<file path="config.mk">
export PLATFORM = sky130hd
export DESIGN_NAME = mem_port_arbiter
export DESIGN_NICKNAME = d
export VERILOG_FILES = /design/src/rtl/mem_port_arbiter_pkg.sv /design/src/rtl/mem_arb_watchdog.sv /design/src/rtl/mem_port_arbiter.sv
export SDC_FILE = /design/constraint.sdc
export NUM_CORES = 1
export LEC_CHECK = 0
export CAP_MARGIN = 15
export CORE_AREA = 2 2 207 209
export DETAILED_ROUTE_END_ITERATION = 16
export DIE_AREA = 0 0 209 211
export HOLD_SLACK_MARGIN = 0.12
export SYNTH_ARGS = -nofsm -noshare
export SYNTH_HDL_FRONTEND = slang
export SYNTH_SLANG_ARGS = --single-unit
</file>
<file path="constraint.sdc">
create_clock -name p_Clk -period 3.3 [get_ports p_Clk]
set_input_delay 0.825 -clock p_Clk [delete_from_list [all_inputs] [get_ports p_Clk]]
set_output_delay 0.825 -clock p_Clk [all_outputs]
set_load 0.005 [all_outputs]
</file>
<file path="src/rtl/mem_port_arbiter_pkg.sv">
// Shared types and constants for the instruction-fetch / MEM-stage memory port arbiter.
package mem_port_arbiter_pkg;

  localparam int unsigned DataWidth = 64;

  typedef enum logic [1:0] {
    StIdle,
    StIfAcc,
    StMemAcc
  } arbState_e;

  localparam logic [1:0] SizeByte   = 2'b00;
  localparam logic [1:0] SizeHalf   = 2'b01;
  localparam logic [1:0] SizeWord   = 2'b10;
  localparam logic [1:0] SizeDouble = 2'b11;

endpackage

</file>
<file path="src/rtl/mem_arb_watchdog.sv">
// Per-access wait watchdog: counts stalled cycles, flags expiry and keeps a sticky error.
module mem_arb_watchdog #(
  parameter int unsigned TIMEOUT = 255,
  parameter int unsigned TO_W    = 8
) (
  input  logic p_Clk,
  input  logic p_Reset_n,
  input  logic p_Clear,
  input  logic p_Count,
  output logic p_Expire,
  output logic p_Error
);

  // Expiry fires on the TIMEOUT-th counted cycle, so the access never sees one more.
  localparam logic [TO_W-1:0] LastCnt = TO_W'(TIMEOUT == 0 ? 0 : TIMEOUT - 1);

  logic [TO_W-1:0] cntQ;
  logic            errorQ;

  assign p_Expire = (TIMEOUT != 0) && p_Count && (cntQ == LastCnt);
  assign p_Error  = errorQ;

  always_ff @(posedge p_Clk or negedge p_Reset_n) begin
    if (!p_Reset_n) begin
      cntQ   <= '0;
      errorQ <= 1'b0;
    end else begin
      if (p_Clear) begin
        cntQ <= '0;
      end else if (p_Count) begin
        cntQ <= cntQ + TO_W'(1);
      end
      if (p_Expire) begin
        errorQ <= 1'b1;
      end
    end
  end

endmodule

</file>
<file path="src/rtl/mem_port_arbiter.sv">
// Shares one memory port between IF (read-only) and MEM (load/store), with fairness and a watchdog.
module mem_port_arbiter
  import mem_port_arbiter_pkg::*;
#(
  parameter int unsigned WIDTH      = DataWidth,
  parameter int unsigned FAIR_LIMIT = 4,
  parameter int unsigned TIMEOUT    = 255,
  parameter int unsigned TO_W       = 8
) (
  input  logic             p_Clk,
  input  logic             p_Reset_n,
  input  logic             p_IF_Req,
  input  logic [WIDTH-1:0] p_IF_Addr,
  output logic             p_IF_Stall,
  output logic             p_IF_Done,
  output logic [WIDTH-1:0] p_IF_Data,
  input  logic             p_MEM_ReadData,
  input  logic [3:0]       p_MEM_WriteData,
  input  logic [WIDTH-1:0] p_MEM_Address,
  input  logic [WIDTH-1:0] p_MEM_WriteDataOut,
  output logic             p_MEM_Stall,
  output logic             p_MEM_Done,
  output logic [WIDTH-1:0] p_MEM_ReadDataIn,
  output logic             p_ARB_MemReq,
  output logic             p_ARB_MemWe,
  output logic [1:0]       p_ARB_MemSize,
  output logic [WIDTH-1:0] p_ARB_MemAddr,
  output logic [WIDTH-1:0] p_ARB_MemWdata,
  input  logic [WIDTH-1:0] p_ARB_MemRdata,
  input  logic             p_ARB_MemWait,
  output logic             p_ARB_Error
);

  localparam int unsigned      FairW   = $clog2(FAIR_LIMIT + 1);
  localparam logic [FairW-1:0] FairMax = FairW'(FAIR_LIMIT);

  arbState_e        stateQ, stateD;
  logic [FairW-1:0] fairCntQ, fairCntD;
  logic             weQ;
  logic [1:0]       sizeQ;
  logic [WIDTH-1:0] addrQ, wdataQ, ifDataQ, memDataQ;
  logic             ifDoneQ, memDoneQ;
  logic             memPend, anyDone, inAcc, complete, finish;
  logic             grantIf, grantMem, wdExpire, wdError;
  logic             unusedReserved;

  assign unusedReserved = p_MEM_WriteData[3];
  assign memPend  = p_MEM_ReadData | p_MEM_WriteData[0];
  assign anyDone  = ifDoneQ | memDoneQ;
  assign inAcc    = (stateQ != StIdle);
  assign complete = inAcc & ~p_ARB_MemWait;
  assign finish   = complete | wdExpire;

  always_comb begin
    stateD   = stateQ;
    fairCntD = fairCntQ;
    grantIf  = 1'b0;
    grantMem = 1'b0;
    case (stateQ)
      StIdle: begin
        // No grant in a Done cycle: the finished requester may still be holding its old request.
        if (!anyDone) begin
          if (memPend && !(p_IF_Req && fairCntQ == FairMax)) begin
            grantMem = 1'b1;
          end else if (p_IF_Req) begin
            grantIf = 1'b1;
          end
        end
        if (!p_IF_Req || grantIf) begin
          fairCntD = '0;
        end else if (grantMem && fairCntQ != FairMax) begin
          fairCntD = fairCntQ + FairW'(1);
        end
        if (grantMem) begin
          stateD = StMemAcc;
        end else if (grantIf) begin
          stateD = StIfAcc;
        end
      end
      StIfAcc, StMemAcc: begin
        if (finish) begin
          stateD = StIdle;
        end
      end
      default: stateD = StIdle;
    endcase
  end

  always_ff @(posedge p_Clk or negedge p_Reset_n) begin
    if (!p_Reset_n) begin
      stateQ   <= StIdle;
      fairCntQ <= '0;
      weQ      <= 1'b0;
      sizeQ    <= SizeByte;
      addrQ    <= '0;
      wdataQ   <= '0;
      ifDataQ  <= '0;
      memDataQ <= '0;
      ifDoneQ  <= 1'b0;
      memDoneQ <= 1'b0;
    end else begin
      stateQ   <= stateD;
      fairCntQ <= fairCntD;
      ifDoneQ  <= (stateQ == StIfAcc) && finish;
      memDoneQ <= (stateQ == StMemAcc) && finish;
      if (grantMem) begin
        weQ    <= p_MEM_WriteData[0];
        sizeQ  <= p_MEM_WriteData[2:1];
        addrQ  <= p_MEM_Address;
        wdataQ <= p_MEM_WriteDataOut;
      end else if (grantIf) begin
        weQ    <= 1'b0;
        sizeQ  <= SizeByte;
        addrQ  <= p_IF_Addr;
        wdataQ <= '0;
      end
      if (stateQ == StIfAcc && finish) begin
        ifDataQ <= wdExpire ? '0 : p_ARB_MemRdata;
      end
      // Stores leave the load data register untouched.
      if (stateQ == StMemAcc && finish && !weQ) begin
        memDataQ <= wdExpire ? '0 : p_ARB_MemRdata;
      end
    end
  end

  mem_arb_watchdog #(
    .TIMEOUT(TIMEOUT),
    .TO_W   (TO_W)
  ) u_watchdog (
    .p_Clk    (p_Clk),
    .p_Reset_n(p_Reset_n),
    .p_Clear  (grantIf | grantMem),
    .p_Count  (inAcc & p_ARB_MemWait),
    .p_Expire (wdExpire),
    .p_Error  (wdError)
  );

  assign p_ARB_MemReq     = inAcc;
  assign p_ARB_MemWe      = weQ;
  assign p_ARB_MemSize    = sizeQ;
  assign p_ARB_MemAddr    = addrQ;
  assign p_ARB_MemWdata   = wdataQ;
  assign p_ARB_Error      = wdError;
  assign p_IF_Done        = ifDoneQ;
  assign p_IF_Data        = ifDataQ;
  assign p_MEM_Done       = memDoneQ;
  assign p_MEM_ReadDataIn = memDataQ;
  // Stalls are forced low while reset is held so every output reads 0 in reset.
  assign p_IF_Stall       = p_Reset_n & p_IF_Req & ~ifDoneQ;
  assign p_MEM_Stall      = p_Reset_n & memPend & ~memDoneQ;

endmodule

</file>
==> summary.md, run 1 <==
| Metric | Value |
|---|---|
| Post-layout util | 42.17% |
| Logic pwr share | 44.9% |
| Crit path to | p_MEM_Stall |
| Slew headroom | 35.50% |
| CP Launch Type | primary input |
| Net count after synthesis | 1150 |
| Filler Cells Inserted | 3977 |
| Routed Antenna Nets | 0 |
| Clock Power Share | 20.1% |
| Slowest stage delay, CP | 0.59 ns |
| DR WL/cell | 19.44 µm |
| Hold WC Path Type | reg -> reg |
| Ant diodes | 0 |
| Largest net degree at the start of global routing | 172 |
| Final setup fails | 0 |
| Post-Syn Instances | 878 |
| Fin crit period | 3.205 ns |
| Global Route met3 Usage | 3.449% |
| Required @ worst endpoint | 2.47 ns |
| Register Area | 6882 µm² |
| Max Cap Violations | 0 |
| Seq/Total Area, Yosys | 63.62% |
| Worst r2r src | stateQ[1] |
| Initial DRC Count | 581 |
| GRT Total Usage | 16.42% |
| Sw frac | 32.32% |
| Arrival @ worst endpoint | 2.38 ns |
| First-pass GRT wire length | 57.21 mm |
| CTS buffer count | 31 |
| Post-DP HPWL | 26.01 mm |
| Setup_tns | 0 ns |
| CP endpoint kind | output port |
| DR vias/cell | 4.733 |
| CORE AREA | 41760 µm² |
| I/O pin cnt | 530 |
| Worst slew pin tran | 0.9675 ns |
| Setup Skew | 0.01811 ns |
| Residual DRC | 0 |
| Worst IR Drop VDD | 0.0004864 V |
| DR vias | 9219 |
| PortBufs | 528 |
| Clock slew at reported path FFs | 0.06 ns |
| Syn. warnings | 0 |
| Power per cell area | 951.1 nW/µm² |
| Nets | 1657 |
| Lkg Pwr | 0.007721 µW |
| Initial antenna violation count | 0 |
| Cell Area, Synth | 10820 µm² |
| Share of layout cells above drive strength 1 | 6.529% |
| Footprint of the multi-input gates | 3463 µm² |
| Status | finished, final reports clean |
| Final hold viol count | 0 |
| Die height | 211 µm |
| RR Endpoint | u_watchdog.cntQ[7] |
| Cell row count | 75 |
| DIE AREA | 44100 µm² |
| Slowest CP cell | dlygate4sd3_1 |
| Reg2reg setup slack | 1.09 ns |
| Area grow syn2layout | 62.81% |
| Net Switching | 5414 µW |
| Cell Chain, Critical Path | dlygate4sd3_1 -> buf_8 -> nor3b_1 -> clkdlybuf4s50_1 |
| H-tree Lvls | 1 |
| Ratio of final minimum period to clock period | 97.11% |
| Synth unique cells | 47 |
| Worst skew pair latency | 0.57 ns |
| Avg Inst Size Synth | 12.32 µm² |
| CTS sink cnt | 275 |
| Initial Utilization | 25.90% |
| Worst Path Max Fanout | 12 |
| Die W | 209 µm |
| Met2 Track Usage GR | 28.75% |
| Grt peak-use layer | met2 |
| Reg2reg path depth | 6 |
| CTS Root Cell | clkbuf_16 |
| Pint | 11340 µW |
| #FFs+latches synth | 275 |
| Met1 usage | 20.18% |
| Remaining global-route overflow | 0 |
| DRT Pass-1 Iters | 4 |
| Vias in the first global route | 9649 |
| Worst setup path startpoint | p_Reset_n |
| Post-CTS sizing | 0 |
| CTS tree | yes |
| RSZ-0062 raised after global routing | false |
| Slew Limit Fails | 0 |
| Routed WL | 37.88 mm |
| Sequential share of power | 35.0% |
| Clock Tree Buf Depth | 3 |
| Fmax | 0.3120 GHz |
| WS Path Type | in -> out |
| Placer Congestion | 0.7889 |
-- worst min path at each step --
stage,cells after the start,to,startpoint
2_1_floorplan,1,fairCntQ[2],fairCntQ[2]
3_3_place_gp,2,p_ARB_MemAddr[33],p_ARB_MemAddr[33]
3_5_place_dp,2,p_ARB_MemAddr[43],p_ARB_MemAddr[43]
4_1_cts,1,fairCntQ[2],fairCntQ[2]
5_1_grt,2,p_ARB_MemAddr[7],p_ARB_MemAddr[7]
6_report,2,p_ARB_MemAddr[43],p_ARB_MemAddr[43]
-- critical path: cells and delay by family --
kind          cells  cell delay (ns)
buf+inv           3             1.35
simple gates      1             0.20
-- state kept, by name, indices dropped and copies added (netlist names) --
name                cells
p_ARB_MemSize           2
u_watchdog.p_Error      1
fairCntQ                3
p_ARB_MemWe             1
p_IF_Data              64
p_ARB_MemWdata         64
stateQ                  2
u_watchdog.cntQ         8
p_MEM_ReadDataIn       64
p_MEM_Done              1
p_ARB_MemAddr          64
p_IF_Done               1
-- metrics by stage --
stage | setup WS [ns] | power (µW) | hold slack (ns) | instances | cell area, µm²
final | 0.09528 | 16750 | 0.4741 | 1948 | 17610
after global routing | 0.02671 | 17760 | 0.4926 | 1948 | 17610
after CTS | 0.04910 | 17000 | 0.4768 | 1948 | 17610
after detailed placement | 0.1424 | 13500 | 0.4657 | 1890 | 16610
after global placement | 0.1174 | 13420 | 0.4598 | 1890 | 16610
after floorplan | 1.265 | 9001 | 0.4502 | 878 | 10820
-- layout make-up --
type / instances / area share (%)
Clock buffer: 44 / 5.080
Clock inverter: 13 / 0.5613
Inverter: 8 / 0.1705
Multi-Input combinational cell: 521 / 19.67
Sequential cell: 275 / 39.08
Tap cell: 539 / 3.829
Timing Repair Buffer: 548 / 31.62
-- placed cells by master (no fill, tap or decap), types with 3 or more instances in the layout --
| master | netlist | final |
|---|---|---|
| clkbuf_16 | 0 | 31 |
| a21o_1 | 6 | 6 |
| a21oi_1 | 4 | 4 |
| dfrtp_1 | 275 | 275 |
| nand3_2 | 11 | 10 |
| buf_12 | 0 | 10 |
| buf_4 | 9 | 9 |
| nor2_1 | 6 | 6 |
| clkdlybuf4s50_1 | 0 | 527 |
| ha_1 | 7 | 7 |
| clkbuf_8 | 0 | 7 |
| o21ai_0 | 3 | 3 |
| nand3_1 | 113 | 113 |
| clkbuf_1 | 10 | 6 |
| a22o_1 | 201 | 201 |
| clkinv_2 | 0 | 9 |
| inv_1 | 8 | 8 |
| nand2_1 | 128 | 127 |
-- Yosys cell counts (all sizes together) --
cell / count / area, µm²
o22ai: 3 / 25.02
and4b: 1 / 10.01
nand3: 124 / 675.7
and3: 2 / 17.52
mux2i: 2 / 20.02
ha: 7 / 87.58
nor3b: 2 / 15.01
nand3b: 2 / 15.01
clkbuf: 10 / 37.54
o31ai: 2 / 15.01
xor2: 1 / 8.760
dfrtp: 275 / 6882
o221ai: 1 / 8.760
a22o: 201 / 1760
nand4: 3 / 25.02
inv: 8 / 30.03
o2bb2ai: 1 / 8.760
nor4b: 1 / 8.760
a21o: 6 / 45.04
nor2b: 2 / 12.51
o21bai: 1 / 7.510
nand2: 128 / 480.5
nand4b: 2 / 17.52
a41o: 1 / 10.01
nor2: 7 / 33.78
or2: 1 / 6.260
o21ai: 5 / 25.02
nor3: 1 / 5.000
and3b: 1 / 8.760
a211oi: 1 / 7.510
and2: 1 / 6.260
nor4: 1 / 6.260
or3: 1 / 11.26
a31oi: 2 / 12.51
nand2b: 2 / 12.51
buf: 64 / 429.2
a21oi: 4 / 20.02
xnor2: 1 / 8.760
-- power groups by stage --
stage          Sequential, µW  Combinational, µW  Clock (µW)
6_report                 5870               7510        3370
5_1_grt                  6080               8090        3600
4_1_cts                  5870               7640        3480
3_5_place_dp             5870               7630           0
3_3_place_gp             5860               7560           0
2_1_floorplan            5930               3070           0
-- per-layer routing --
| metal | part of all wire (%) | up-vias | wire length (µm) |
|---|---|---|---|
| met5 | 0 | - | 0 |
| met3 | 6.3 | 65 | 2380 |
| li1 | - | 4209 | - |
| met4 | 2.8 | 0 | 1050 |
| met2 | 50 | 333 | 19040 |
| met1 | 41 | 4612 | 15410 |
-- repair_timing --
item,CTS,global route
setup buffers,0,0
hold buffers,1,0
endpoints found under the hold margin,8,0
-- kinds of logic after synthesis --
logic type	synth area share, %
and+or+nand+nor	12.64
DFF	63.62
AOI/OAI and AO/OA	17.99
buffers and inverters	4.592
adders and majority gates	0.8097
xor gates and xnor gates	0.1620
muxes	0.1851
Power figures use the tool's default switching activity.
==> inputs of run 2 (changes only) <==
HOLD_SLACK_MARGIN = 0.1   (was 0.12)
==> results of run 2 <==
No change in the layout: final DEF, timing and power equal those of run 1.
==> RTL edit 1: new RTL, settings of run 1 <==
`TIMEOUT` is set to 255 in 2 places; all go to 191.
--- a/src/rtl/mem_arb_watchdog.sv
+++ b/src/rtl/mem_arb_watchdog.sv
@@ -2,3 +2,3 @@
 module mem_arb_watchdog #(
-  parameter int unsigned TIMEOUT = 255,
+  parameter int unsigned TIMEOUT = 191,
   parameter int unsigned TO_W    = 8
--- a/src/rtl/mem_port_arbiter.sv
+++ b/src/rtl/mem_port_arbiter.sv
@@ -6,3 +6,3 @@
   parameter int unsigned FAIR_LIMIT = 4,
-  parameter int unsigned TIMEOUT    = 255,
+  parameter int unsigned TIMEOUT    = 191,
   parameter int unsigned TO_W       = 8
Formal check against the unedited RTL: no difference found for any inputs over 4 cycles, from zero or initial values and one cycle with p_Reset_n low; that may be too few to reach the edited logic, so the function may still have changed.
==> RTL edit 1 against run 1 <==
- non-clock buffer count is 8 higher
- final area grew 0.55%
- setup slack improved by 0.057 ns
- area after synthesis decreased by 1.7%
- total power rose by 3.2%
- largest cell class unchanged
- wire length increased by 2.5%
- die area unchanged
- utilization increased by 0.23 points
- register-to-register slack got worse by 0.21 ns
- via count increased by 1.3%
- fmax up 1.8%
- sequential cell count unchanged
==> RTL edit 1: results (changes against run 1) <==
{
  "run_status": {
    "outcome": {"value": "finished, final reports clean", "change": "unchanged"}
  },
  "yosys": {
    "synthTopCellsByArea": {"value": "sky130_fd_sc_hd__dfrtp_1 (65%), sky130_fd_sc_hd__a22o_1 (16%), sky130_fd_sc_hd__nand3_1 (5.7%), sky130_fd_sc_hd__nand2_1 (4.6%), sky130_fd_sc_hd__buf_2 (2.3%)", "change": "was sky130_fd_sc_hd__dfrtp_1 (64%), sky130_fd_sc_hd__a22o_1 (16%), sky130_fd_sc_hd__nand3_1 (5.2%), sky130_fd_sc_hd__nand2_1 (4.4%), sky130_fd_sc_hd__buf_2 (1.6%)"},
    "synth_adder_area_share": {"value": 0.008239, "change": "was 0.008097"},
    "multiplexer_share_of_the_synthesized_area": {"value": 0, "change": "was 0.001851"},
    "synthesized_area_fraction_occupied_by_ao_oa_aoi_and_oai_cells": {"value": 0.1853, "change": "was 0.1799"},
    "sequential_fraction_of_the_synthesis_area": {"value": 0.6474, "change": "was 0.6362"},
    "synth_xor_area_frac": {"value": 0.0008239, "change": "was 0.001619"}
  },
  "worst_setup_path": {
    "crit_start": {"value": "p_MEM_WriteData[0]", "change": "was p_Reset_n"},
    "worstReg2RegEnd": {"value": "p_MEM_ReadDataIn[5]$_DFFE_PN0P_", "change": "was u_watchdog.cntQ[7]$_DFFE_PN0P_"},
    "cp_data_arrival_time": {"value": 2.32, "unit": "ns", "change": "was 2.38 ns"},
    "crit_path_max_fanout": {"value": 3, "change": "was 12"}
  },
  "layout": {
    "drive_above_1_share": {"value": 0.06479, "change": "was 0.06529"},
    "layout.nets": {"value": 1670, "change": "was 1657"},
    "fillerInstances": {"value": 3962, "change": "was 3977"}
  },
  "clock_tree": {
    "cts-buffers-inserted": {"value": 34, "change": "was 31"},
    "clock_insertion_delay_worst_skew": {"value": 0.52, "unit": "ns", "change": "was 0.57 ns"},
    "htreeDepth": {"value": 2, "change": "was 1"}
  },
  "placed_design": {
    "place_congestion": {"value": 0.8359, "change": "was 0.7889"}
  },
  "pwr": {
    "pwr-share-clk": {"value": 0.218, "change": "was 0.201"},
    "max-vdd-ir-drop": {"value": 371.5, "unit": "uV", "change": "was 486.4 uV"}
  },
  "grt": {
    "maximum_number_of_pins_on_one_net_before_global_route_repair": {"value": 135, "change": "was 172"},
    "number_of_antenna_violations_at_the_first_check_in_global_routing": {"value": 1, "change": "was 0"},
    "grt_use_total": {"value": 0.1702, "change": "was 0.1642"}
  },
  "timing": {
    "worst_clock_skew": {"value": 0.01300, "unit": "ns", "change": "was 0.01811 ns"}
  },
  "routing": {
    "wl": {"value": 38830, "unit": "um", "change": "was 37880 um"}
  },
  "hold_path": {
    "worstHoldPathType": {"value": "input port to asynchronous set/reset pin", "change": "was flip-flop to flip-flop"}
  }
}
-- RTL edit 1: cell types whose count changed after synthesis, sizes merged, moves of 3 or more --
cell / run 1 / this run
inv: 8 / 15
a21oi: 4 / 7
o22ai: 3 / 0
a21o: 6 / 1
a222oi: 0 / 6
buf: 64 / 57
clkbuf: 10 / 16
a22o: 201 / 196
-- RTL edit 1: cell type report --
class | instances | area share
flip-flops and latches | 275 | 0.3886
inverters | 15 | 0.003180
diodes | 1 | 0.0001413
repair buffers | 556 | 0.3163
clock buffers | 50 | 0.05844
multi-input cells | 516 | 0.1898
clock inverters | 8 | 0.005441
well taps | 539 | 0.03809
-- RTL edit 1: worst max-delay path by stage --
stage | endpoint
after global routing | p_MEM_Stall
after floorplan | p_MEM_Stall
after detailed placement | p_MEM_Stall
after global placement | p_MEM_Stall
after CTS | p_MEM_Stall
final | p_MEM_Stall
-- RTL edit 1: per-stage QoR --
step	instances	power [W]	worst slack (ns)	utilization	hold WS, ns
floorplan	879	0.008958	1.155	-	0.4662
global placement	1901	0.01354	0.1723	0.3969	0.4597
detailed placement	1901	0.01364	0.1582	0.3969	0.4659
CTS	1959	0.01757	0.1479	0.4240	0.4214
global route	1960	0.01834	0.06326	0.4240	0.4561
finish	1960	0.01728	0.1520	0.4240	0.4113
-- RTL edit 1: per-layer routing --
layer / share of wire / vias to the layer above / GRT usage
li1: - / 4245 / -
met1: 0.41 / 4646 / 0.2095
met2: 0.49 / 373 / 0.2872
met3: 0.060 / 79 / 0.03657
met4: 0.035 / 0 / 0.07685
met5: 0 / - / 0
==> RTL edit 2: new RTL, flow settings as in run 1 <==
Made on the original files. Encoding of `arbState_e`: now one-hot (3 bits for 3 states).
--- a/src/rtl/mem_port_arbiter_pkg.sv
+++ b/src/rtl/mem_port_arbiter_pkg.sv
@@ -5,6 +5,6 @@
 
-  typedef enum logic [1:0] {
-    StIdle,
-    StIfAcc,
-    StMemAcc
+  typedef enum logic [2:0] {
+    StIdle   = 3'b001,
+    StIfAcc  = 3'b010,
+    StMemAcc = 3'b100
   } arbState_e;
Function: no difference found for any inputs over 4 cycles, from zero or initial values and one cycle with p_Reset_n low; so few cycles prove little.
==> RTL edit 2 against run 1 <==
- final area up 5.1%
- sequential cell count up 1
- fmax up 1.9%
- wire length down 2.4%
- sequential share of layout area down 1.8 points
- setup slack better by 0.061 ns
- first-iteration DRC count down 38%
- area after synthesis up 5.6%
- total power down 6.7%
- cell count up 0.31%
- combinational power down 16%
==> RTL edit 2: results (changes against run 1) <==
{
  "routing": {
    "routedWlPerCell": {"value": 18.92, "unit": "um", "change": "was 19.44 um"},
    "num_vias": {"value": 8820, "change": "was 9219"},
    "drt_iter0_markers": {"value": 358, "change": "was 581"}
  },
  "pwr": {
    "cellLeakagePower": {"value": 8.071, "unit": "nW", "change": "was 7.721 nW"},
    "p_switching": {"value": 0.004593, "unit": "W", "change": "was 0.005414 W"},
    "max-vdd-ir-drop": {"value": 373.5, "unit": "uV", "change": "was 486.4 uV"}
  },
  "grt": {
    "grt_pass1_wl": {"value": 55710, "unit": "um", "change": "was 57210 um"},
    "number_of_antenna_violations_at_the_first_check_in_global_routing": {"value": 4, "change": "was 0"},
    "first_global_vias": {"value": 9314, "change": "was 9649"},
    "grt_use_total": {"value": 0.1651, "change": "was 0.1642"}
  },
  "placed_design": {
    "place_hpwl": {"value": 27270, "unit": "um", "change": "was 26010 um"},
    "place_congestion": {"value": 0.7998, "change": "was 0.7889"},
    "dpl_worst_slack": {"value": 0.2369, "unit": "ns", "change": "was 0.1424 ns"}
  },
  "yosys": {
    "syn_nets": {"value": 1125, "change": "was 1150"},
    "synth_xor_area_frac": {"value": 0.0007671, "change": "was 0.001619"},
    "synthTopCellsByCount": {"value": "sky130_fd_sc_hd__dfrtp_1 (275), sky130_fd_sc_hd__mux2_2 (126), sky130_fd_sc_hd__nand2_1 (80)", "change": "was sky130_fd_sc_hd__dfrtp_1 (275), sky130_fd_sc_hd__a22o_1 (201), sky130_fd_sc_hd__nand2_1 (128)"},
    "synth_adder_area_share": {"value": 0.004384, "change": "was 0.008097"},
    "multiplexer_share_of_the_synthesized_area": {"value": 0.1771, "change": "was 0.001851"}
  },
  "worst_setup_path": {
    "worstReg2RegEnd": {"value": "p_ARB_MemWdata[61]$_DFFE_PN0P_", "change": "was u_watchdog.cntQ[7]$_DFFE_PN0P_"},
    "crit_slowest_cell": {"value": "sky130_fd_sc_hd__clkdlybuf4s50_1", "change": "was sky130_fd_sc_hd__dlygate4sd3_1"},
    "rr_worst_depth": {"value": 5, "change": "was 6"},
    "crit_path_max_fanout": {"value": 6, "change": "was 12"},
    "cp_data_arrival_time": {"value": 2.32, "unit": "ns", "change": "was 2.38 ns"},
    "r2r_start": {"value": "stateQ[0]$_DFFE_PN1P_", "change": "was stateQ[1]$_DFFE_PN0P_"}
  },
  "clock_tree": {
    "clock_insertion_delay_worst_skew": {"value": 0.52, "unit": "ns", "change": "was 0.57 ns"}
  },
  "timing": {
    "worst_clock_skew": {"value": 0.01651, "unit": "ns", "change": "was 0.01811 ns"},
    "tightest_slew": {"value": 0.8806, "unit": "ns", "change": "was 0.9675 ns"}
  },
  "run_status": {
    "outcome": {"value": "finished, final reports clean", "change": "unchanged"}
  }
}
==> RTL edit 2: changes by cell type after synthesis, moves of 5 or more <==
cell                       change
sky130_fd_sc_hd__a21o_1        -5
sky130_fd_sc_hd__buf_2        -21
sky130_fd_sc_hd__mux2i_1      +56
sky130_fd_sc_hd__buf_4         -9
sky130_fd_sc_hd__and2_4       +40
sky130_fd_sc_hd__nand3_2      -11
sky130_fd_sc_hd__and2_1       +23
sky130_fd_sc_hd__clkbuf_1     +19
sky130_fd_sc_hd__a32oi_1       +7
sky130_fd_sc_hd__nand2_1      -48
sky130_fd_sc_hd__mux2_2      +126
sky130_fd_sc_hd__a22o_1      -134
sky130_fd_sc_hd__nand3_1     -105
sky130_fd_sc_hd__o21ai_0      +60
==> RTL edit 2: area by class of cell <==
class | instances | area [sq um]
Antenna cell | 3 | 7.507
Clock buffer | 49 | 968.4
Clock inverter | 11 | 141.4
Fill cell | 3875 | 23250
Inverter | 5 | 18.77
Multi-Input combinational cell | 517 | 4193
Sequential cell | 276 | 6908
Tap cell | 539 | 674.4
Timing Repair Buffer | 554 | 5600
==> RTL edit 2: worst max-delay path by stage <==
stage	slack, ns	depth (start not counted)	from	to
global route	0.05	3	stateQ[0]$_DFFE_PN1P_	p_ARB_MemReq
CTS	0.12	3	stateQ[0]$_DFFE_PN1P_	p_ARB_MemReq
global placement	0.24	4	p_MEM_ReadData	p_MEM_Stall
floorplan	1.18	5	p_MEM_ReadData	u_watchdog.cntQ[6]$_DFFE_PN0P_
finish	0.16	3	stateQ[0]$_DFFE_PN1P_	p_ARB_MemReq
detailed placement	0.24	4	p_MEM_ReadData	p_MEM_Stall
==> RTL edit 2: metal layers <==
| layer | vias to the layer above | track usage | part of all wire |
|---|---|---|---|
| met5 | - | 0 | 0 |
| met4 | 0 | 0.07709 | 0.036 |
| met3 | 67 | 0.06244 | 0.093 |
| met2 | 365 | 0.2746 | 0.48 |
| met1 | 4263 | 0.1883 | 0.39 |
| li1 | 4125 | - | - |
==> RTL edit 2: cell families after synthesis <==
logic type | Yosys count
and+or+nand+nor | 175
buffers and inverters | 63
DFF | 276
muxes | 186
AOI/OAI and AO/OA | 151
xor gates and xnor gates | 1
adders and majority gates | 4
==> RTL edit 2: metrics by stage <==
stage	util	area, sq um	cells
floorplan	-	11420	856
global placement	0.4163	17380	1890
detailed placement	0.4163	17380	1890
CTS	0.4431	18500	1951
global route	0.4433	18510	1954
finish	0.4433	18510	1954
==> RTL edit 2: power by group through the flow <==
stage	sequential, W	combinational [W]	clock (W)
floorplan	0.00572	0.00222	0
global placement	0.00564	0.00632	0
detailed placement	0.00567	0.00637	0
CTS	0.00566	0.00638	0.00384
global route	0.00584	0.00679	0.00397
finish	0.00564	0.00629	0.00369
